## src/rtl/uart_word_receiver.sv

```systemverilog
// 8N1 UART receiver that assembles four little-endian bytes into a 32-bit word.
// Bit timing comes from the system clock; rx is double-flopped before any use.
module uart_word_receiver #(
  parameter int CLKS_PER_BIT = 868,
  parameter int TIMEOUT_BITS = 32
) (
  input  logic        clk,
  input  logic        reset,
  input  logic        rx,
  output logic [31:0] data,
  output logic        data_valid,
  output logic        busy,
  output logic        frame_error,
  output logic        timeout
);

  localparam int CW       = $clog2(CLKS_PER_BIT);
  localparam int TO_LIMIT = TIMEOUT_BITS * CLKS_PER_BIT;
  localparam int TW       = $clog2(TO_LIMIT + 1);

  localparam logic [CW-1:0] HALF_CNT = CW'(CLKS_PER_BIT / 2 - 1);
  localparam logic [CW-1:0] FULL_CNT = CW'(CLKS_PER_BIT - 1);
  localparam logic [TW-1:0] TO_CNT   = TW'(TO_LIMIT);

  localparam logic [1:0] IDLE  = 2'd0;
  localparam logic [1:0] START = 2'd1;
  localparam logic [1:0] DATA  = 2'd2;
  localparam logic [1:0] STOP  = 2'd3;

  logic          rx_sync1_r;
  logic          rx_sync2_r;
  logic          rx_prev_r;
  logic [1:0]    state_r,       state_nxt_s;
  logic [CW-1:0] clk_cnt_r,     clk_cnt_nxt_s;
  logic [2:0]    bit_idx_r,     bit_idx_nxt_s;
  logic [7:0]    shift_r,       shift_nxt_s;
  logic [1:0]    byte_cnt_r,    byte_cnt_nxt_s;
  logic [23:0]   lanes_r,       lanes_nxt_s;
  logic [TW-1:0] to_cnt_r,      to_cnt_nxt_s;
  logic [31:0]   data_r,        data_nxt_s;
  logic          data_valid_r,  data_valid_nxt_s;
  logic          frame_error_r, frame_error_nxt_s;
  logic          timeout_r,     timeout_nxt_s;
  logic          busy_r,        busy_nxt_s;
  logic          fall_s;

  assign data        = data_r;
  assign data_valid  = data_valid_r;
  assign frame_error = frame_error_r;
  assign timeout     = timeout_r;
  assign busy        = busy_r;

  // Next-state logic for the bit FSM, byte lanes, word output and inter-byte timeout.
  always_comb begin
    state_nxt_s       = state_r;
    clk_cnt_nxt_s     = clk_cnt_r;
    bit_idx_nxt_s     = bit_idx_r;
    shift_nxt_s       = shift_r;
    byte_cnt_nxt_s    = byte_cnt_r;
    lanes_nxt_s       = lanes_r;
    to_cnt_nxt_s      = to_cnt_r;
    data_nxt_s        = data_r;
    data_valid_nxt_s  = 1'b0;
    frame_error_nxt_s = 1'b0;
    timeout_nxt_s     = 1'b0;
    fall_s            = rx_prev_r & ~rx_sync2_r;

    case (state_r)
      IDLE: begin
        if ((byte_cnt_r != 2'd0) && (to_cnt_r == TO_CNT)) begin
          timeout_nxt_s  = 1'b1;
          byte_cnt_nxt_s = 2'd0;
          lanes_nxt_s    = 24'd0;
          to_cnt_nxt_s   = '0;
        end else if (byte_cnt_r != 2'd0) begin
          to_cnt_nxt_s = to_cnt_r + 1'b1;
        end else begin
          to_cnt_nxt_s = '0;
        end
        // A start edge coinciding with expiry still begins byte 0 of a fresh word.
        if (fall_s) begin
          state_nxt_s   = START;
          clk_cnt_nxt_s = '0;
          to_cnt_nxt_s  = '0;
        end else begin
          state_nxt_s = IDLE;
        end
      end
      START: begin
        if (clk_cnt_r == HALF_CNT) begin
          if (rx_sync2_r) begin
            state_nxt_s = IDLE;
          end else begin
            state_nxt_s   = DATA;
            clk_cnt_nxt_s = '0;
            bit_idx_nxt_s = 3'd0;
          end
        end else begin
          clk_cnt_nxt_s = clk_cnt_r + 1'b1;
        end
      end
      DATA: begin
        if (clk_cnt_r == FULL_CNT) begin
          clk_cnt_nxt_s          = '0;
          shift_nxt_s[bit_idx_r] = rx_sync2_r;
          if (bit_idx_r == 3'd7) begin
            state_nxt_s = STOP;
          end else begin
            bit_idx_nxt_s = bit_idx_r + 3'd1;
          end
        end else begin
          clk_cnt_nxt_s = clk_cnt_r + 1'b1;
        end
      end
      STOP: begin
        if (clk_cnt_r == FULL_CNT) begin
          clk_cnt_nxt_s = '0;
          state_nxt_s   = IDLE;
          if (rx_sync2_r) begin
            case (byte_cnt_r)
              2'd0:    lanes_nxt_s[7:0]   = shift_r;
              2'd1:    lanes_nxt_s[15:8]  = shift_r;
              2'd2:    lanes_nxt_s[23:16] = shift_r;
              default: begin
                data_nxt_s       = {shift_r, lanes_r};
                data_valid_nxt_s = 1'b1;
                lanes_nxt_s      = 24'd0;
              end
            endcase
            byte_cnt_nxt_s = byte_cnt_r + 2'd1;
          end else begin
            frame_error_nxt_s = 1'b1;
            byte_cnt_nxt_s    = 2'd0;
            lanes_nxt_s       = 24'd0;
          end
        end else begin
          clk_cnt_nxt_s = clk_cnt_r + 1'b1;
        end
      end
      default: begin
        state_nxt_s   = IDLE;
        clk_cnt_nxt_s = '0;
      end
    endcase

    busy_nxt_s = (state_nxt_s != IDLE) || (byte_cnt_nxt_s != 2'd0);
  end

  // Synchroniser, FSM state and registered outputs.
  always_ff @(posedge clk) begin
    if (reset) begin
      rx_sync1_r    <= 1'b1;
      rx_sync2_r    <= 1'b1;
      rx_prev_r     <= 1'b1;
      state_r       <= IDLE;
      clk_cnt_r     <= '0;
      bit_idx_r     <= 3'd0;
      shift_r       <= 8'd0;
      byte_cnt_r    <= 2'd0;
      lanes_r       <= 24'd0;
      to_cnt_r      <= '0;
      data_r        <= 32'd0;
      data_valid_r  <= 1'b0;
      frame_error_r <= 1'b0;
      timeout_r     <= 1'b0;
      busy_r        <= 1'b0;
    end else begin
      rx_sync1_r    <= rx;
      rx_sync2_r    <= rx_sync1_r;
      rx_prev_r     <= rx_sync2_r;
      state_r       <= state_nxt_s;
      clk_cnt_r     <= clk_cnt_nxt_s;
      bit_idx_r     <= bit_idx_nxt_s;
      shift_r       <= shift_nxt_s;
      byte_cnt_r    <= byte_cnt_nxt_s;
      lanes_r       <= lanes_nxt_s;
      to_cnt_r      <= to_cnt_nxt_s;
      data_r        <= data_nxt_s;
      data_valid_r  <= data_valid_nxt_s;
      frame_error_r <= frame_error_nxt_s;
      timeout_r     <= timeout_nxt_s;
      busy_r        <= busy_nxt_s;
    end
  end

endmodule

```

## config.mk

```make
export PLATFORM = sky130hd
export DESIGN_NAME = uart_word_receiver
export DESIGN_NICKNAME = d
export VERILOG_FILES = /design/src/rtl/uart_word_receiver.sv
export SDC_FILE = /design/constraint.sdc
export NUM_CORES = 1
export LEC_CHECK = 0
export CORE_UTILIZATION = 49
export CTS_CLUSTER_SIZE = 40
export DETAILED_ROUTE_END_ITERATION = 16
export DONT_BUFFER_PORTS = 1
export SLEW_MARGIN = 10
export SYNTH_ARGS = -nofsm -noshare
export SYNTH_HDL_FRONTEND = slang
export SYNTH_SLANG_ARGS = --single-unit
```

## constraint.sdc

```tcl
create_clock -name clk -period 2.38 [get_ports clk]
set_clock_uncertainty 0.05 [all_clocks]
set_input_delay 0.476 -clock clk [delete_from_list [all_inputs] [get_ports clk]]
set_output_delay 0.476 -clock clk [all_outputs]
set_load 0.01 [all_outputs]
```

**After elaboration in Yosys (flattened, before gate mapping)**

Cells that the tools add are included.

- $add $sub $neg: 4
- $mul: 0
- Div/mod/pow operators: 0
- Order comparisons: 2
- Equal/unequal tests: 20
- Shifts and indexed selects: 0
- Mux-type cells: 37
- Bitwise logic cells: 6
- Reduce and logical (&&, ||, !) cells: 25

Operators by type and width:

| operator | number |
|---|---|
| $mux 24 | 3 |
| $pmux 24 s2 | 1 |
| $pmux 8 s2 | 3 |
| $mux 15 | 3 |
| $mux 10 | 4 |
| $pmux 10 s3 | 1 |
| $mux 2 | 8 |
| $reduce_and 4->1 | 4 |
| $add 15x1->15 const B | 1 |
| $eq 15x15->1 const B | 1 |
| $ne 2x2->1 const B | 7 |
| $mux 3 | 4 |
| $ne 3x3->1 const B | 4 |
| $add 10x1->10 const B | 1 |
| $eq 10x10->1 const B | 1 |
| $eq 10x9->1 const B | 1 |
| $reduce_bool 2->1 | 5 |
| $reduce_or 2->1 | 5 |
| $bwmux 8 | 1 |
| $pmux 2 s4 | 1 |
| $eq 2x2->1 const B | 3 |
| $pmux 3 s2 | 1 |
| $reduce_or 3->1 | 2 |
| $mux 1 | 5 |
| other kinds (16) | 24 |

- Flip-flop bits (word level): 103
- Latch bits: 0
- Memory bits (writable): 0
- Bits in read-only memories: 0
- Input bits: 3
- Output and inout bits: 36
- Memories kept: 0

**Depth between registers and ports, before layout**

Gate-level depths: netlist of the first run.

- Depth after elaboration: 6
- Gate-level depth with buffers: 8

**Worst setup path before layout of the first run**

No wires, ideal clock.

- Path kind: register to register
- From: register clk_cnt_r[0]
- To: register busy_r, in the netlist busy
- Library setup time: 0.134 ns
- Arrival time: 2.008 ns
- Data required time: 2.196 ns
- Setup slack: 0.188 ns
- Stages on the path, launching flop included: 8
- Path buffers: 1
- Period minus slack after synthesis: 2.192 ns
- Cells stage by stage: dfxtp_1 ha_1 nand4b_1 or3_1 clkbuf_1 a22oi_1 o31ai_1 or4_1

- Cells in the longest elaborated chain, start to end: 5
- Elaborated cells between the ends (all ways): 11
- Those cells by class: 2 x eq/ne; 6 x mux; 3 x reduce/logical

RTL lines:

| element | RTL line | RTL |
|---|---|---|
| start, declared | 34 | `logic [CW-1:0] clk_cnt_r, clk_cnt_nxt_s;` |
| start signal, assigned | 172 | `clk_cnt_r <= clk_cnt_nxt_s;` |
| $eq 10x10->1 or $eq 10x9->1 (tied branches) | 103, 116, 90 |  |
| $mux 2, on equally long branches | 116, 103, 90 |  |
| $pmux 2 s4 or $pmux 2 s2 (tied branches) | 68 | `case (state_r)` |
| $reduce_bool 2->1 | 146 | `busy_nxt_s = (state_nxt_s != IDLE) \|\| (byte_cnt_nxt_s != 2'd0);` |
| $logic_or 1x1->1 * | 146 |  |
| end signal, assigned | 182 | `busy_r <= busy_nxt_s;` |
| end, declared | 44 | `logic busy_r, busy_nxt_s;` |

Every way passes the cells marked *; elsewhere a longest branch is shown, timed or not.
A chain may end at the register's enable or synchronous reset.

**Worst setup path after layout of the first run**

- From: register clk_cnt_r[0]
- To: register data_r[27], in the netlist data[27]

- Cells in the longest elaborated chain, start to end: 2

RTL lines:

| element | RTL line | RTL |
|---|---|---|
| $eq 10x10->1 | 116 | `if (clk_cnt_r == FULL_CNT) begin` |
| $reduce_and 4->1 (no source line) | -- |  |
| end signal, assigned | 178 | `data_r <= data_nxt_s;` |
| end, declared | 40 | `logic [31:0] data_r, data_nxt_s;` |

No other way between the ends.

==> results.sh, run 1 <==
export IMPL_path_buf_inv=1
export IMPL_path_max_fanout=32
export IMPL_wl_mm=9.90
export IMPL_ys_ff_latch=103
export IMPL_grt_pass1_wl_mm=16.4
export IMPL_synth_xor_area_frac=0.0111
export IMPL_grt_overflow=0
export IMPL_status="complete, no violations"
export IMPL_rr_worst_depth=7
export IMPL_drtAntennaViolNets=0
export IMPL_start_kind="flop"
export IMPL_fillers=902
export IMPL_fin_util=0.541
export IMPL_required_ps=2630
export IMPL_period_share=0.934
export IMPL_reg2reg_from="clk_cnt_r[0]$_SDFFE_PP0P_"
export IMPL_cts_path_max_buffers=2
export IMPL_syn_area_um2=4720
export IMPL_die_x_um=100
export IMPL_wl_met1_mm=4.89
export IMPL_met3_length_um=401
export IMPL_syn_num_nets=558
export IMPL_final_common_cell="dfxtp_1"
export IMPL_reg2reg_slack_ps=160
export IMPL_peakVddDrop_v=0.000367
export IMPL_drt_pass1_iterations=4
export IMPL_rows=35
export IMPL_syn_to_final_growth_pct=6.36
export IMPL_final_net_count=544
export IMPL_cts_sink_count=103
export IMPL_wl_met2_mm=4.47
export IMPL_path_class="flop to flop"
export IMPL_ys_flop_type="dfxtp_1"
export IMPL_cp_data_arrival_time_ps=2470
export IMPL_htree_levels=3
export IMPL_maxCapViolCount=0
export IMPL_relSlewSlack=0.603
export IMPL_die_area_um2=10000
export IMPL_totalPowerFinal_uw=2870
export IMPL_synthSimpleGateAreaFrac=0.244
export IMPL_slowest_delay_ps=570
export IMPL_via_per_inst=5.65
export IMPL_gp_congestion=0.791
export IMPL_hpwl_mm=6.49
export IMPL_drive_above_1_share=0.0923
export IMPL_rsz0062_at_grt="true"
export IMPL_drv_slew=0
export IMPL_crit_family="simple AND/OR/NAND/NOR gates"
export IMPL_grt_use_total=0.205
export IMPL_pin_count=39
export IMPL_grt_start_max_net_pins=98
export IMPL_die_h_um=100
export IMPL_synthArstFlopShare=0
export IMPL_yosys_area_share_adder=0.0398
export IMPL_first_global_vias=3427
export IMPL_cts_buffers_inserted=9
export IMPL_ys_seq_area_frac=0.437
export IMPL_worst_pin_slew_ps=590
export IMPL_synth_edff_count=0
export IMPL_worstReg2RegEnd="data[27]$_SDFFE_PP0P_"
export IMPL_synth_cells=540
export IMPL_hold_depth=1
export IMPL_antenna_cells=0
export IMPL_layout_common_cells="dfxtp_1 (102), nand2_1 (83), a21oi_1 (50), nand3_1 (34), mux2i_1 (34)"
export IMPL_place_ws_ps=41.9
export IMPL_core_um2=9280
export IMPL_finalHoldViolCount=0
export IMPL_min_period_ps=2220
export IMPL_antenna_found_initial=0
export IMPL_synth_distinct_cells=63
export IMPL_timing_fmax_mhz=450
export IMPL_cts_tree="built"
export IMPL_avgSynthCellArea_um2=8.74
export IMPL_worst_hold_path_endpoint="timeout$_SDFF_PP0_"
export IMPL_num_vias=3728
export IMPL_cpMaxStageDelayCell="nor4_1"
export IMPL_holdCritStartpoint="reset"
export IMPL_hp_class="input pin to flop"
export IMPL_clk_pin_slew_worst_paths_ps=110
export IMPL_dr_max_layer_used="met4"
export IMPL_synth_top_family_by_area="simple AND/OR/NAND/NOR gates"
export IMPL_ys_warnings_count=0
export IMPL_synthMuxAreaShare=0.0745
export IMPL_setup_viol=0
export IMPL_cts_root_buf="clkbuf_8"
export IMPL_worstSkewPairLatency_ps=380
export IMPL_fin_ws_ps=158
export IMPL_crit_chain="ha_1, nand4b_1, nor4_1, and3_1, buf_12, nand2_1, a21oi_1"
export IMPL_drc=0
export IMPL_synth_compound_area_share=0.147
export IMPL_powerDensity_nw_per_um2=571
export IMPL_end_kind="flop"
export IMPL_port_buffers=0
export IMPL_wl_per_cell_um=15.0
export IMPL_initial_utilization=0.508
export IMPL_leakage_uw=0.00184
export IMPL_drt_iter0_markers=166
[metrics by stage]
stage	TNS [ps]	area, um^2	hold WS (ps)	cells
floorplan	0	4720	339	540
global placement	0	4810	342	643
detailed placement	0	4810	348	643
CTS	0	5000	94.7	659
global route	-1.80	5020	102	660
finish	0	5020	115	660
[worst register-to-register path, stage by stage (launching register included)]
cell and delay, ps:
dfxtp_1 420, ha_1 200, nand4b_1 220, nor4_1 570, and3_1 290, buf_12 200, nand2_1 90, a21oi_1 130
[Yosys cell counts, drive strengths merged, types with 3 or more instances]
library cell,n,area share
nand2b,25,0.033
o21ai,10,0.011
o211a,3,0.0064
dfxtp,103,0.44
ha,15,0.040
and4,3,0.0058
nand4,6,0.0080
xor2,5,0.0093
nor2,23,0.020
and2,4,0.0053
nand2,83,0.066
nor4,4,0.0053
nand3,34,0.036
o211ai,5,0.0080
a311oi,7,0.013
inv,12,0.0095
mux2i,34,0.072
and3,10,0.014
a211oi,4,0.0064
buf,8,0.011
a41oi,4,0.0074
or2,5,0.0066
clkbuf,30,0.026
a21oi,51,0.054
nor3b,3,0.0048
nor3,10,0.011
a21o,3,0.0048
[per-layer routing]
metal	track usage	up-vias
li1	-	1881
met1	0.275	1776
met2	0.323	59
met3	0.0550	12
met4	0.0635	0
met5	0	-
[flip-flops by register name (all words and copies together), names as in the netlist]
register,count
byte_cnt_r,2
frame_error,1
rx_prev_r,1
timeout,1
data,32
shift_r,8
rx_sync1_r,1
data_valid,1
bit_idx_r,3
to_cnt_r,15
rx_sync2_r,1
clk_cnt_r,10
busy,1
lanes_r,24
state_r,2
[cell type report]
class | instances | area, um^2 | area share
well taps | 129 | 161 | 0.0321
repair buffers | 13 | 110 | 0.0219
multi-input cells | 387 | 2440 | 0.487
inverters | 12 | 45.0 | 0.00897
clock buffers | 9 | 124 | 0.0247
flip-flops and latches | 103 | 2060 | 0.411
clock inverters | 7 | 72.6 | 0.0145
[report_power, final]
group / total [uW] / switching, uW / leakage, uW / internal [uW]
combinational: 57.7 / 35.1 / 0.000914 / 22.6
clock: 1080 / 667 / 0.0000970 / 413
sequential: 1730 / 4.63 / 0.000830 / 1730
[what timing repair did]
action	CTS	global route
resized for setup	0	5
hold buffers	0	0
endpoints found under the setup margin	0	28
setup buffers	0	1
[cell families after synthesis]
group	Yosys count
xor gates and xnor gates	6
buffers and inverters	50
DFF	103
AOI/OAI and AO/OA	105
adders and majority gates	15
muxes	35
and+or+nand+nor	226
[worst max path at each step]
| stage | startpoint | end | depth (start not counted) |
|---|---|---|---|
| 2_1_floorplan | clk_cnt_r[0]$_SDFFE_PP0P_ | busy$_SDFF_PP0_ | 7 |
| 3_3_place_gp | byte_cnt_r[0]$_SDFF_PP0_ | lanes_r[19]$_SDFFE_PP0P_ | 7 |
| 4_1_cts | byte_cnt_r[0]$_SDFF_PP0_ | lanes_r[18]$_SDFFE_PP0P_ | 7 |
| 5_1_grt | clk_cnt_r[0]$_SDFFE_PP0P_ | data[27]$_SDFFE_PP0P_ | 7 |
| 6_report | clk_cnt_r[0]$_SDFFE_PP0P_ | data[27]$_SDFFE_PP0P_ | 7 |
| 3_5_place_dp | byte_cnt_r[0]$_SDFF_PP0_ | lanes_r[18]$_SDFFE_PP0P_ | 7 |
No activity file was read; power rests on OpenSTA's default activity.
==> run 2, diff against run 1 <==
--- a/config.mk
+++ b/config.mk
@@ -5,10 +5,12 @@
 export SDC_FILE = /design/constraint.sdc
 export NUM_CORES = 1
 export LEC_CHECK = 0
+export CORE_ASPECT_RATIO = 1.1
 export CORE_UTILIZATION = 49
 export CTS_CLUSTER_SIZE = 40
 export DETAILED_ROUTE_END_ITERATION = 16
 export DONT_BUFFER_PORTS = 1
+export REMOVE_ABC_BUFFERS = 1
 export SLEW_MARGIN = 10
 export SYNTH_ARGS = -nofsm -noshare
 export SYNTH_HDL_FRONTEND = slang
==> results.sh, run 2 (same netlist as run 1, synthesis figures left out) <==
export IMPL_cts_buffers_inserted=9
export IMPL_whs_ps=105
export IMPL_drt_pass1_iterations=4
export IMPL_required_ps=2570
export IMPL_slowest_delay_ps=530
export IMPL_cts_tree="built"
export IMPL_min_period_ps=2260
export IMPL_first_global_vias=3554
export IMPL_cpMaxStageDelayCell="or4_1"
export IMPL_finalNonFillerCells=650
export IMPL_antenna_cells=0
export IMPL_reg2reg_from="clk_cnt_r[1]$_SDFFE_PP0P_"
export IMPL_ctsHoldBuffers=0
export IMPL_hold_depth=1
export IMPL_swShare=0.228
export IMPL_setup_tns_ps=0
export IMPL_layout_common_cells="dfxtp_1 (100), nand2_1 (83), a21oi_1 (50), nand3_1 (34), mux2i_1 (34)"
export IMPL_hpwl_mm=6.46
export IMPL_drt_iter0_markers=154
export IMPL_seq_area_um2=2070
export IMPL_clk_pin_slew_worst_paths_ps=110
export IMPL_grt_pass1_wl_mm=16.2
export IMPL_crit_chain="ha_2, nand4b_1, or3_1, a22oi_1, o31ai_1, or4_1"
export IMPL_wl_mm=9.69
export IMPL_holdCritStartpoint="reset"
export IMPL_grt_use_total=0.203
export IMPL_leakage_uw=0.00185
export IMPL_timing_fmax_mhz=442
export IMPL_hp_class="input pin to flop"
export IMPL_relSlewSlack=0.632
export IMPL_wl_per_cell_um=14.9
export IMPL_p_clk_frac=0.394
export IMPL_crit_family="simple AND/OR/NAND/NOR gates"
export IMPL_powerDensity_nw_per_um2=585
export IMPL_drv_slew=0
export IMPL_maxCapViolCount=0
export IMPL_path_max_fanout=5
export IMPL_largest_reg_flops=32
export IMPL_worstSkewPairLatency_ps=370
export IMPL_dp_cells=632
export IMPL_pin_count=39
export IMPL_final_common_cell="dfxtp_1"
export IMPL_core_um2=9350
export IMPL_cts_path_max_buffers=2
export IMPL_worst_hold_path_endpoint="data[0]$_SDFFE_PP0P_"
export IMPL_grt_overflow=0
export IMPL_die_area_um2=10000
export IMPL_finalHoldViolCount=0
export IMPL_start_kind="flop"
export IMPL_via_per_inst=5.72
export IMPL_rows=37
export IMPL_die_x_um=95.6
export IMPL_drtAntennaViolNets=0
export IMPL_gp_congestion=0.835
export IMPL_multiInputGateArea_um2=2450
export IMPL_path_buf_inv=0
export IMPL_die_h_um=105
export IMPL_fillers=895
export IMPL_cp_data_arrival_time_ps=2450
export IMPL_fin_util=0.540
export IMPL_final_net_count=546
export IMPL_htree_levels=3
export IMPL_p_int_uw=2280
export IMPL_cts_sink_count=103
export IMPL_antenna_found_initial=0
export IMPL_worstReg2RegEnd="busy$_SDFF_PP0_"
export IMPL_worst_pin_slew_ps=547
export IMPL_num_vias=3720
export IMPL_syn_to_final_growth_pct=6.97
export IMPL_p_comb_frac=0.021
export IMPL_initial_utilization=0.505
export IMPL_reg2reg_slack_ps=120
export IMPL_status="complete, no violations"
export IMPL_setup_viol=0
export IMPL_drive_above_1_share=0.101
export IMPL_rr_worst_depth=6
export IMPL_end_kind="flop"
export IMPL_peakVddDrop_v=0.000290
export IMPL_path_class="flop to flop"
export IMPL_power_frac_seq=0.585
export IMPL_cts_root_buf="clkbuf_8"
export IMPL_drc=0
export IMPL_power_switching_uw=675
export IMPL_port_buffers=0
export IMPL_grt_start_max_net_pins=98
export IMPL_period_share=0.950
==> run 2: routing by layer <==
metal | wire (um) | global-route usage | vias up
met2 | 4550 | 0.322 | 53
met3 | 309 | 0.0444 | 7
li1 | - | - | 1874
met5 | 0 | 0 | -
met1 | 4730 | 0.270 | 1786
met4 | 100 | 0.0704 | 0
==> run 2: how the worst max path moves through the flow <==
stage,start,to,slack [ps],cells after the start
after global routing,clk_cnt_r[1]$_SDFFE_PP0P_,busy$_SDFF_PP0_,-20,6
after CTS,byte_cnt_r[0]$_SDFF_PP0_,busy$_SDFF_PP0_,30,7
after detailed placement,byte_cnt_r[0]$_SDFF_PP0_,busy$_SDFF_PP0_,60,7
final,clk_cnt_r[1]$_SDFFE_PP0P_,busy$_SDFF_PP0_,120,6
after global placement,byte_cnt_r[0]$_SDFF_PP0_,busy$_SDFF_PP0_,100,7
after floorplan,rx_sync2_r$_SDFF_PP1_,data[0]$_SDFFE_PP0P_,-200,5
==> run 2: worst reg2reg max path, stage by stage, from the launching register on <==
cell      delay [ps]
dfxtp_2          370
ha_2             210
nand4b_1         250
or3_1            450
a22oi_1          170
o31ai_1          100
or4_1            530
==> run 2: area by class of cell <==
type / instances / area share
Multi-Input combinational cell: 387 / 0.486
Sequential cell: 103 / 0.409
Tap cell: 117 / 0.0290
Clock buffer: 10 / 0.0273
Timing Repair Buffer: 15 / 0.0248
Clock inverter: 6 / 0.0151
Inverter: 12 / 0.00892
==> run 2: power by group through the flow <==
stage / sequential, uW / combinational [uW] / clock (uW)
after detailed placement: 1770 / 59.6 / 0
final: 1730 / 61.4 / 1170
after global routing: 1730 / 67.3 / 1260
after CTS: 1730 / 59.8 / 1200
after floorplan: 1770 / 39.1 / 0
after global placement: 1770 / 58.7 / 0
==> run 2: repair_timing <==
item,in CTS,in global routing
setup endpoints to repair,0,65
gates resized for setup,0,8
hold endpoints to repair,0,0
setup buffers,0,2
==> run 2: through the flow <==
stage,instance area (um^2),setup slack (ps),total power (uW)
detailed placement,4800,55.7,1830
global placement,4800,101,1830
floorplan,4540,-198,1810
global route,5050,-18.9,3060
CTS,5010,34.4,2990
finish,5050,119,2960
